### src/rtl/rf_pkg.sv
// Shared definitions for the scoreboarded register file: write-back source
// codes, default widths and the in-flight counter ceiling.
package rf_pkg;

    localparam int RF_DATA_W = 32;
    localparam int RF_ADDR_W = 5;

    localparam logic [2:0] WB_ALU  = 3'd0;
    localparam logic [2:0] WB_EXT  = 3'd1;
    localparam logic [2:0] WB_DRAM = 3'd2;
    localparam logic [2:0] WB_PC4  = 3'd3;

    function automatic int cnt_max(input int cnt_w);
        return (1 << cnt_w) - 1;
    endfunction

endpackage

### src/rtl/rf_scoreboard_if.sv
// Decode/write-back bundle of the scoreboarded register file.
// Handshake: decode offers an instruction with iss_valid; it is accepted on a
// rising edge where iss_valid=1 and stall=0, otherwise decode holds all iss_*
// and rd_* inputs unchanged. Write-back has no back-pressure.
interface rf_scoreboard_if
    import rf_pkg::*;
#(
    parameter int DATA_W   = RF_DATA_W,
    parameter int ADDR_W   = RF_ADDR_W,
    parameter int NUM_READ = 2
);

    logic [NUM_READ*ADDR_W-1:0] rd_addr;
    logic [NUM_READ-1:0]        rd_used;
    logic [NUM_READ*DATA_W-1:0] rd_data;
    logic                       iss_valid;
    logic                       iss_wen;
    logic [ADDR_W-1:0]          iss_dest;
    logic                       stall;
    logic                       wb_we;
    logic [ADDR_W-1:0]          wb_addr;
    logic [2:0]                 wb_sel;
    logic [DATA_W-1:0]          wb_alu;
    logic [DATA_W-1:0]          wb_sext;
    logic [DATA_W-1:0]          wb_dram;
    logic [DATA_W-1:0]          wb_pc4;
    logic [DATA_W-1:0]          wb_value;
    logic                       sb_err;

    modport master (
        output rd_addr, rd_used, iss_valid, iss_wen, iss_dest,
               wb_we, wb_addr, wb_sel, wb_alu, wb_sext, wb_dram, wb_pc4,
        input  rd_data, stall, wb_value, sb_err
    );

    modport slave (
        input  rd_addr, rd_used, iss_valid, iss_wen, iss_dest,
               wb_we, wb_addr, wb_sel, wb_alu, wb_sext, wb_dram, wb_pc4,
        output rd_data, stall, wb_value, sb_err
    );

endinterface

### src/rtl/rf_wb_mux.sv
// Four-source write-back data selector; unknown select codes fall back to ALU.
module rf_wb_mux
    import rf_pkg::*;
#(
    parameter int DATA_W = RF_DATA_W
) (
    input  logic [2:0]        sel,
    input  logic [DATA_W-1:0] alu,
    input  logic [DATA_W-1:0] sext,
    input  logic [DATA_W-1:0] dram,
    input  logic [DATA_W-1:0] pc4,
    output logic [DATA_W-1:0] y
);

    always_comb begin
        case (sel)
            WB_EXT:  y = sext;
            WB_DRAM: y = dram;
            WB_PC4:  y = pc4;
            default: y = alu;
        endcase
    end

endmodule

### src/rtl/rf_scoreboard.sv
// Multi-port register file with per-register pending-write counters that raise
// the decode stall on RAW hazards. Define RF_BYPASS_EN for same-cycle forwarding.
module rf_scoreboard
    import rf_pkg::*;
#(
    parameter int DATA_W   = RF_DATA_W,
    parameter int ADDR_W   = RF_ADDR_W,
    parameter int NUM_READ = 2,
    parameter int CNT_W    = 2
) (
    input logic          clk,
    input logic          rst_n,
    rf_scoreboard_if.slave bus
);

    localparam int NREG = 1 << ADDR_W;
    localparam logic [CNT_W-1:0] CMAX = CNT_W'(cnt_max(CNT_W));

    logic [DATA_W-1:0] regs [NREG];
    logic [CNT_W-1:0]  cnt  [NREG];
    logic              sb_err_q;
    logic [DATA_W-1:0] wb_val;
    logic              wb_dec;
    logic              inc;
    logic              full;
    logic [NUM_READ-1:0] port_haz;
    logic [DATA_W-1:0]   rdata [NUM_READ];

    rf_wb_mux #(.DATA_W(DATA_W)) u_wb_mux (
        .sel  (bus.wb_sel),
        .alu  (bus.wb_alu),
        .sext (bus.wb_sext),
        .dram (bus.wb_dram),
        .pc4  (bus.wb_pc4),
        .y    (wb_val)
    );

    assign wb_dec = bus.wb_we && (bus.wb_addr != '0);

    for (genvar i = 0; i < NUM_READ; i++) begin : g_port
        logic [ADDR_W-1:0] a;
        logic              resolved;
        assign a = bus.rd_addr[i*ADDR_W +: ADDR_W];
`ifdef RF_BYPASS_EN
        logic fwd;
        assign fwd      = wb_dec && (bus.wb_addr == a);
        assign rdata[i] = fwd ? wb_val : regs[a];
        // The in-flight write lands this very cycle, so the last pending count is satisfied.
        assign resolved = fwd && (cnt[a] == CNT_W'(1));
`else
        assign rdata[i] = regs[a];
        assign resolved = 1'b0;
`endif
        assign port_haz[i] = bus.rd_used[i] && (a != '0) && (cnt[a] != '0) && !resolved;
    end

    always_comb begin
        bus.rd_data = '0;
        for (int i = 0; i < NUM_READ; i++) begin
            bus.rd_data[i*DATA_W +: DATA_W] = rdata[i];
        end
    end

    // A full counter is tolerable when a write-back retires one of its entries now.
    assign full = bus.iss_wen && (bus.iss_dest != '0) && (cnt[bus.iss_dest] == CMAX)
                  && !(wb_dec && (bus.wb_addr == bus.iss_dest));

    assign bus.stall    = bus.iss_valid && ((|port_haz) || full);
    assign inc          = bus.iss_valid && bus.iss_wen && !bus.stall && (bus.iss_dest != '0);
    assign bus.wb_value = wb_val;
    assign bus.sb_err   = sb_err_q;

    always_ff @(posedge clk or negedge rst_n) begin
        if (!rst_n) begin
            for (int r = 0; r < NREG; r++) begin
                regs[r] <= '0;
                cnt[r]  <= '0;
            end
            sb_err_q <= 1'b0;
        end else begin
            if (wb_dec) begin
                regs[bus.wb_addr] <= wb_val;
                if (cnt[bus.wb_addr] == '0) sb_err_q <= 1'b1;
            end
            for (int r = 1; r < NREG; r++) begin
                if (inc && (bus.iss_dest == ADDR_W'(r)) && !(wb_dec && (bus.wb_addr == ADDR_W'(r)))) begin
                    cnt[r] <= cnt[r] + CNT_W'(1);
                end else if (wb_dec && (bus.wb_addr == ADDR_W'(r)) && !(inc && (bus.iss_dest == ADDR_W'(r)))
                             && (cnt[r] != '0)) begin
                    cnt[r] <= cnt[r] - CNT_W'(1);
                end
            end
        end
    end

endmodule

### src/flat_wrapper.sv
// flat-port wrapper written by rule: the top's interface ports become plain ports
module rf_scoreboard_flat import rf_pkg::*;
#(
    parameter int DATA_W   = RF_DATA_W,
    parameter int ADDR_W   = RF_ADDR_W,
    parameter int NUM_READ = 2,
    parameter int CNT_W    = 2
)
  (clk, rst_n, bus_rd_addr, bus_rd_used, bus_iss_valid, bus_iss_wen, bus_iss_dest, bus_wb_we, bus_wb_addr, bus_wb_sel, bus_wb_alu, bus_wb_sext, bus_wb_dram, bus_wb_pc4, bus_rd_data, bus_stall, bus_wb_value, bus_sb_err);
  rf_scoreboard_if #(.DATA_W(DATA_W), .ADDR_W(ADDR_W), .NUM_READ(NUM_READ)) bus_i ();
  input logic clk;
  input logic rst_n;
  input wire logic [$bits(bus_i.rd_addr)-1:0] bus_rd_addr;
  input wire logic [$bits(bus_i.rd_used)-1:0] bus_rd_used;
  input wire logic [$bits(bus_i.iss_valid)-1:0] bus_iss_valid;
  input wire logic [$bits(bus_i.iss_wen)-1:0] bus_iss_wen;
  input wire logic [$bits(bus_i.iss_dest)-1:0] bus_iss_dest;
  input wire logic [$bits(bus_i.wb_we)-1:0] bus_wb_we;
  input wire logic [$bits(bus_i.wb_addr)-1:0] bus_wb_addr;
  input wire logic [$bits(bus_i.wb_sel)-1:0] bus_wb_sel;
  input wire logic [$bits(bus_i.wb_alu)-1:0] bus_wb_alu;
  input wire logic [$bits(bus_i.wb_sext)-1:0] bus_wb_sext;
  input wire logic [$bits(bus_i.wb_dram)-1:0] bus_wb_dram;
  input wire logic [$bits(bus_i.wb_pc4)-1:0] bus_wb_pc4;
  output wire logic [$bits(bus_i.rd_data)-1:0] bus_rd_data;
  output wire logic [$bits(bus_i.stall)-1:0] bus_stall;
  output wire logic [$bits(bus_i.wb_value)-1:0] bus_wb_value;
  output wire logic [$bits(bus_i.sb_err)-1:0] bus_sb_err;
  assign bus_i.rd_addr = bus_rd_addr;
  assign bus_i.rd_used = bus_rd_used;
  assign bus_i.iss_valid = bus_iss_valid;
  assign bus_i.iss_wen = bus_iss_wen;
  assign bus_i.iss_dest = bus_iss_dest;
  assign bus_i.wb_we = bus_wb_we;
  assign bus_i.wb_addr = bus_wb_addr;
  assign bus_i.wb_sel = bus_wb_sel;
  assign bus_i.wb_alu = bus_wb_alu;
  assign bus_i.wb_sext = bus_wb_sext;
  assign bus_i.wb_dram = bus_wb_dram;
  assign bus_i.wb_pc4 = bus_wb_pc4;
  assign bus_rd_data = bus_i.rd_data;
  assign bus_stall = bus_i.stall;
  assign bus_wb_value = bus_i.wb_value;
  assign bus_sb_err = bus_i.sb_err;
  rf_scoreboard #(.DATA_W(DATA_W), .ADDR_W(ADDR_W), .NUM_READ(NUM_READ), .CNT_W(CNT_W)) u_core (.clk(clk), .rst_n(rst_n), .bus(bus_i));
endmodule
### config.mk
export PLATFORM = sky130hd
export DESIGN_NAME = rf_scoreboard_flat
export DESIGN_NICKNAME = d
export VERILOG_FILES = /design/src/rtl/rf_pkg.sv /design/src/rtl/rf_scoreboard_if.sv /design/src/rtl/rf_wb_mux.sv /design/src/rtl/rf_scoreboard.sv /design/src/flat_wrapper.sv
export SDC_FILE = /design/constraint.sdc
export NUM_CORES = 2
export LEC_CHECK = 0
export CAP_MARGIN = 20
export CORE_MARGIN = 8
export CORE_UTILIZATION = 30
export DETAILED_ROUTE_END_ITERATION = 8
export SLEW_MARGIN = 20
export SYNTH_ARGS = -nofsm -noshare
export SYNTH_HDL_FRONTEND = slang
export SYNTH_HIERARCHICAL = 1
export SYNTH_SLANG_ARGS = --single-unit
### constraint.sdc
create_clock -name clk -period 4 [get_ports clk]
set_input_delay 0.6 -clock clk [delete_from_list [all_inputs] [get_ports clk]]
set_output_delay 0.6 -clock clk [all_outputs]
set_load 0.005 [all_outputs]
After elaboration in Yosys (flattened, before gate mapping):

Index checks and enable logic that the tools add are counted.

* multiply operators: 0
* shift-type cells: 0
* reduce and logical (&&, ||, !) cells: 305
* bitwise gates (word level): 4
* eq/ne operators: 67
* muxes and demuxes: 84
* add/subtract/negate cells: 62
* div/mod/pow operators: 0
* order comparisons: 5

Operators with widths (number)
* $bwmux W1024: 1
* $bmux W32 S5: 2
* $logic_and A1 B1 Y1: 169
* $demux W32 S5: 1
* $eq A5 B5 Y1 const B: 32
* $mux W32: 5
* $mux W2: 70
* $reduce_bool A2 Y1: 64
* $pmux W32 S3: 1
* $eq A5 B4 Y1 const B: 16
* $logic_not A1 Y1: 64
* $add A2 B1 Y2 const B: 31
* $sub A2 B1 Y2 const B: 31
* $bmux W2 S5: 4
* $eq A5 B3 Y1 const B: 8
* $ge A6 B6 Y1 const B: 4
* $not A5 Y6: 4
* $eq A5 B2 Y1 const B: 4
* $reduce_bool A5 Y1: 4
* $eq A5 B1 Y1 const B: 2
* $eq A3 B2 Y1 const B: 2
* $lt A6 B1 Y1 const B: 1
* $eq A5 B5 Y1: 1
* $eq A3 B1 Y1 const B: 1
* other kinds (5): 5

* input bits: 158
* ROM bits: 0
* bits in latches: 0
* memory bits (writable): 0
* output and inout bits: 98
* bits in registers: 1087
* memories kept: 0
* logic and storage cells: 591

Longest topological paths before layout:

* depth in word-level cells: 18
* gate-level depth with buffers: 12
* depth with buffers taken out: 7

Modules after synthesis:

The synthesis kept the hierarchy.

By module, submodules not included
* rf_scoreboard: area an instance 59804.9 µm², times used 1, seq. area each 27201.1 µm², cells an instance 4775
* rf_wb_mux: area an instance 1506.4 µm², times used 1, seq. area each 0.0 µm², cells an instance 184

Worst setup path after synthesis:

OpenSTA, ideal clock, no wires.

* kind: input to output
* start: in bus_rd_addr[0]
* end: out bus_rd_data[0]
* required time: 3.400 ns
* path buffers: 3
* stages: 6
* slack: 0.474 ns
* arrival: 2.926 ns
* cells stage by stage: clkbuf_1 buf_2 buf_1 mux4_2 mux4_2 mux2_2

* cells in the longest elaborated chain, start to end: 4

RTL lines
* start: declaration: line flat_wrapper.sv:13 `input wire logic [$bits(bus_i.rd_addr)-1:0] bus_rd_addr;`
* $not A5 Y6 (not written as such): line rf_scoreboard.sv:51 `assign rdata[i] = regs[a];`
* $bmux W32 S5: line rf_scoreboard.sv:51
* $mux W32 (not written as such) (2 in a row): line rf_scoreboard.sv:51
* end: declaration: line flat_wrapper.sv:25 `output wire logic [$bits(bus_i.rd_data)-1:0] bus_rd_data;`

No other way between the ends. The select of a mux whose other input is x is not followed.

Final worst setup path:

* start: reg u_core/cnt[4] (netlist name)
* end: out bus_stall

* cells in the longest elaborated chain, start to end: 8
* elaborated cells on any way between the ends: 19
* classes of those cells: eq/ne (1); mux (9); reduce/logical (9)

RTL lines
* start: declaration: line rf_scoreboard.sv:20 `logic [CNT_W-1:0] cnt [NREG];`
* start signal: indexed assignment: line rf_scoreboard.sv:87 `cnt[r] <= cnt[r] + CNT_W'(1);`
* start signal: indexed assignment: line rf_scoreboard.sv:90 `cnt[r] <= cnt[r] - CNT_W'(1);`
* $bmux W2 S5 (on tied branches): line rf_scoreboard.sv:54, rf_scoreboard.sv:65
* $mux W2 (on tied branches) (2 in a row): line rf_scoreboard.sv:54, rf_scoreboard.sv:65
* $reduce_bool A2 Y1 / $eq A2 B2 Y1 (equally long branches): line rf_scoreboard.sv:54, rf_scoreboard.sv:65
* $logic_and A1 B1 Y1 (on tied branches): line rf_scoreboard.sv:54, rf_scoreboard.sv:65
* $reduce_or A2 Y1 / $logic_and A1 B1 Y1 (equally long branches): line rf_scoreboard.sv:68, rf_scoreboard.sv:66
* $logic_or A1 B1 Y1 *: line rf_scoreboard.sv:68 `assign bus.stall = bus.iss_valid && ((|port_haz) || full);`
* $logic_and A1 B1 Y1 *: line rf_scoreboard.sv:68
* end: declaration: line flat_wrapper.sv:26 `output wire logic [$bits(bus_i.stall)-1:0] bus_stall;`

Mark *: on every way between the ends. The rest lies on a longest branch, timed or not. The select of a mux whose other input is x is not followed.

==> flow_metrics.py <==
metrics = {
    "place": {
        "port_buffers": 255,
        "hpwlAfterDp_um": 137000,
        "place.gp.congestion": 0.899,
    },
    "clock_network": {
        "cts_tree": "done",
        "cts_root_buffer": "clkbuf_16",
        "clockBufferDepth": 3,
        "insertion_delay_ns": 0.77,
        "cts.sinks": 1087,
        "clk_pin_slew_worst_paths_ns": 0.07,
        "htreeDepth": 3,
        "numCtsBuffers": 114,
    },
    "floorplan": {
        "dieWidth_um": 468,
        "coreArea_mm2": 0.204,
        "pin_count": 256,
        "rows": 166,
        "start_util": 0.301,
        "die_y_um": 468,
        "fp.dieArea_mm2": 0.219,
    },
    "cells_and_area": {
        "drive_gt1_frac": 0.372,
        "final_common_cell": "nand2_1",
        "finalCoreUtilization": 0.357,
        "area_delta_synth_final_pct": 18.9,
        "fill_cells": 19600,
        "final_cell_mix": "nand2_1 (1424), dfrtp_1 (1080), mux4_2 (670)",
        "fin_nets": 5258,
    },
    "logic_synthesis": {
        "synth_ff_type": "dfrtp_1",
        "ys_ff_latch": 1087,
        "syn_nets": 5117,
        "ys_types": 70,
        "syn-cell-area_mm2": 0.0613,
        "ys_seq_area_frac": 0.444,
        "async_reset_ff_frac": 1.00,
        "synth_top_area_frac": 0.444,
        "synth_top_cell_by_area": "dfrtp_1",
        "synth.avg_cell_area_um2": 12.4,
        "synth_edf_count": 0,
        "synth_area_leaders": "dfrtp_1 (44%), mux4_2 (25%), mux2_2 (11%), nand2_1 (8.8%), clkbuf_1 (2.3%)",
        "ys.warnings.count": 10,
        "syn_inst": 4959,
    },
    "worst_setup_path": {
        "ff2ff_setup_slack_ns": 0.68,
        "rr_worst_depth": 10,
        "cp.arrival_ns": 3.33,
        "path_max_fanout": 8,
        "cp-start-kind": "flip-flop",
        "crit_type": "flip-flop to output pin",
        "worst_ep_required_time_ns": 3.40,
        "reg2reg_to": "u_core/cnt[6]",
        "timing.rr.start": "u_core/cnt[28]",
        "cp-end-kind": "output pin",
    },
    "drt": {
        "drt_iter0_markers": 4995,
        "drc": 0,
        "drt-total-wl_um": 224000,
        "num_vias": 45000,
        "viasPerCell": 5.70,
        "wl_per_cell_um": 28.5,
        "ant_nets": 0,
        "first_pass_iters": 6,
    },
    "grt": {
        "antenna_found_initial": 11,
        "overflow": 0,
        "grt_pass1_wl_um": 327000,
        "grt_util_all_layers": 0.201,
        "grt_pass1_vias": 45700,
        "grt_max_degree": 123,
    },
    "status": {
        "status": "finished clean",
    },
    "pwr": {
        "power_leakage_nw": 31.6,
        "power_density_mw_per_mm2": 474,
        "peakVddDrop_uv": 346,
        "power.total_mw": 34.6,
    },
    "timing": {
        "hold_viol_final": 0,
        "rsz0062_at_grt": "no",
        "fin_skew_ns": 0.0272,
        "post-route-min-period_ns": 3.93,
        "worst_pin_slew_ns": 0.924,
        "slew_headroom": 0.383,
        "min_period_over_period": 0.983,
        "drv_slew": 0,
        "fmax_mhz": 254,
        "setup_violations": 0,
    },
    "min_path": {
        "hold_depth": 0,
        "hold_end": "u_core/regs[999]",
        "hold_class": "flip-flop to flip-flop",
        "hp-start": "u_core/regs[999]",
    },
    "job": {
        "cap_violations": 0,
    },
}
[worst max-delay path, cell delays in order, from the launching register on]
cell             delay (ns)
dfrtp_2                0.45
nor2_1                 0.12
mux4_2                 0.49
a41o_1                 0.29
a211oi_4               0.30
a211oi_1               0.14
a21oi_2                0.23
clkdlybuf4s50_1        0.55
[cells by family after synthesis]
family,count (synthesis),share of synthesized area
xor+xnor,5,0.000714
mux,1317,0.367
flops,1087,0.444
simple gates,1770,0.121
compound gates,274,0.0351
buf+inv,506,0.0334
[cells in the mapped netlist, types with 9 or more instances]
| cell | count |
|---|---|
| a211oi_1 | 10 |
| a21oi_1 | 42 |
| a22oi_2 | 28 |
| and2_1 | 24 |
| and3_1 | 12 |
| buf_1 | 40 |
| buf_2 | 60 |
| clkbuf_1 | 382 |
| dfrtp_1 | 1087 |
| mux2_2 | 616 |
| mux2_4 | 28 |
| mux4_2 | 670 |
| nand2_1 | 1435 |
| nand3_1 | 42 |
| nand3b_1 | 14 |
| nand4_1 | 24 |
| nand4b_1 | 9 |
| nor2_1 | 86 |
| nor2b_1 | 49 |
| nor3_1 | 21 |
| nor3b_1 | 13 |
| o2111ai_1 | 16 |
| o211ai_1 | 29 |
| o21ai_0 | 35 |
| o21ai_1 | 31 |
| o2bb2ai_1 | 16 |
| o31ai_1 | 9 |
[what timing repair did]
| action | in CTS | in global routing |
|---|---|---|
| resized for setup | 7 | 7 |
| hold buffers | 1 | 0 |
| setup buffers | 2 | 0 |
| setup endpoints to repair | 1 | 1 |
| pin swaps | 1 | 0 |
| endpoints found under the hold margin | 49 | 0 |
[layout make-up]
| type | instances | area, um2 | share of cell area |
|---|---|---|---|
| Multi-Input combinational cell | 3366 | 32500 | 0.445 |
| Sequential cell | 1087 | 27200 | 0.373 |
| Clock buffer | 168 | 3390 | 0.0465 |
| Inverter | 14 | 52.6 | 0.000721 |
| Timing Repair Buffer | 517 | 5750 | 0.0788 |
| Tap cell | 2688 | 3360 | 0.0461 |
| Clock inverter | 47 | 684 | 0.00939 |
| Antenna cell | 1 | 2.50 | 0.0000343 |
[metal layers]
metal	routed length [um]	track usage
met5	13	0
met3	21400	0.0470
met4	12100	0.0961
met2	99300	0.303
met1	91600	0.275
[flip-flops by register name (all words and copies together), names as in the netlist]
signal / flops
u_core/bus.sb_err: 1
u_core/cnt: 62
u_core/regs: 1024
[per-stage QoR]
step	TNS (ns)	std cells	hold slack [ns]	worst slack [ns]	instance area (um2)
3_5_place_dp	-0.0165	7669	0.383	-0.0165	68800
5_1_grt	0	7888	0.406	0.0226	72900
6_report	0	7888	0.395	0.0667	72900
4_1_cts	0	7887	0.393	0.00687	72900
3_3_place_gp	-0.0882	7669	0.377	-0.0882	68800
2_1_floorplan	0	4959	0.304	0.474	61300
[power by group]
part,leakage (nW),switching [mW],internal [mW]
clock network,2.00,4.78,6.84
logic,15.5,3.42,4.68
registers,14.1,1.70,13.1
[how the worst max path moves through the flow]
stage          slack (ns)           start  depth (start not counted)        endpoint
2_1_floorplan        0.47  bus_rd_addr[0]                          6  bus_rd_data[0]
3_3_place_gp        -0.09  bus_rd_addr[3]                          8       bus_stall
3_5_place_dp        -0.02  bus_rd_addr[3]                          8       bus_stall
4_1_cts             0.007   u_core/cnt[4]                          7       bus_stall
5_1_grt              0.02  bus_rd_addr[3]                          8       bus_stall
6_report             0.07   u_core/cnt[4]                          7       bus_stall
No activity file was read; power rests on OpenSTA's default activity.
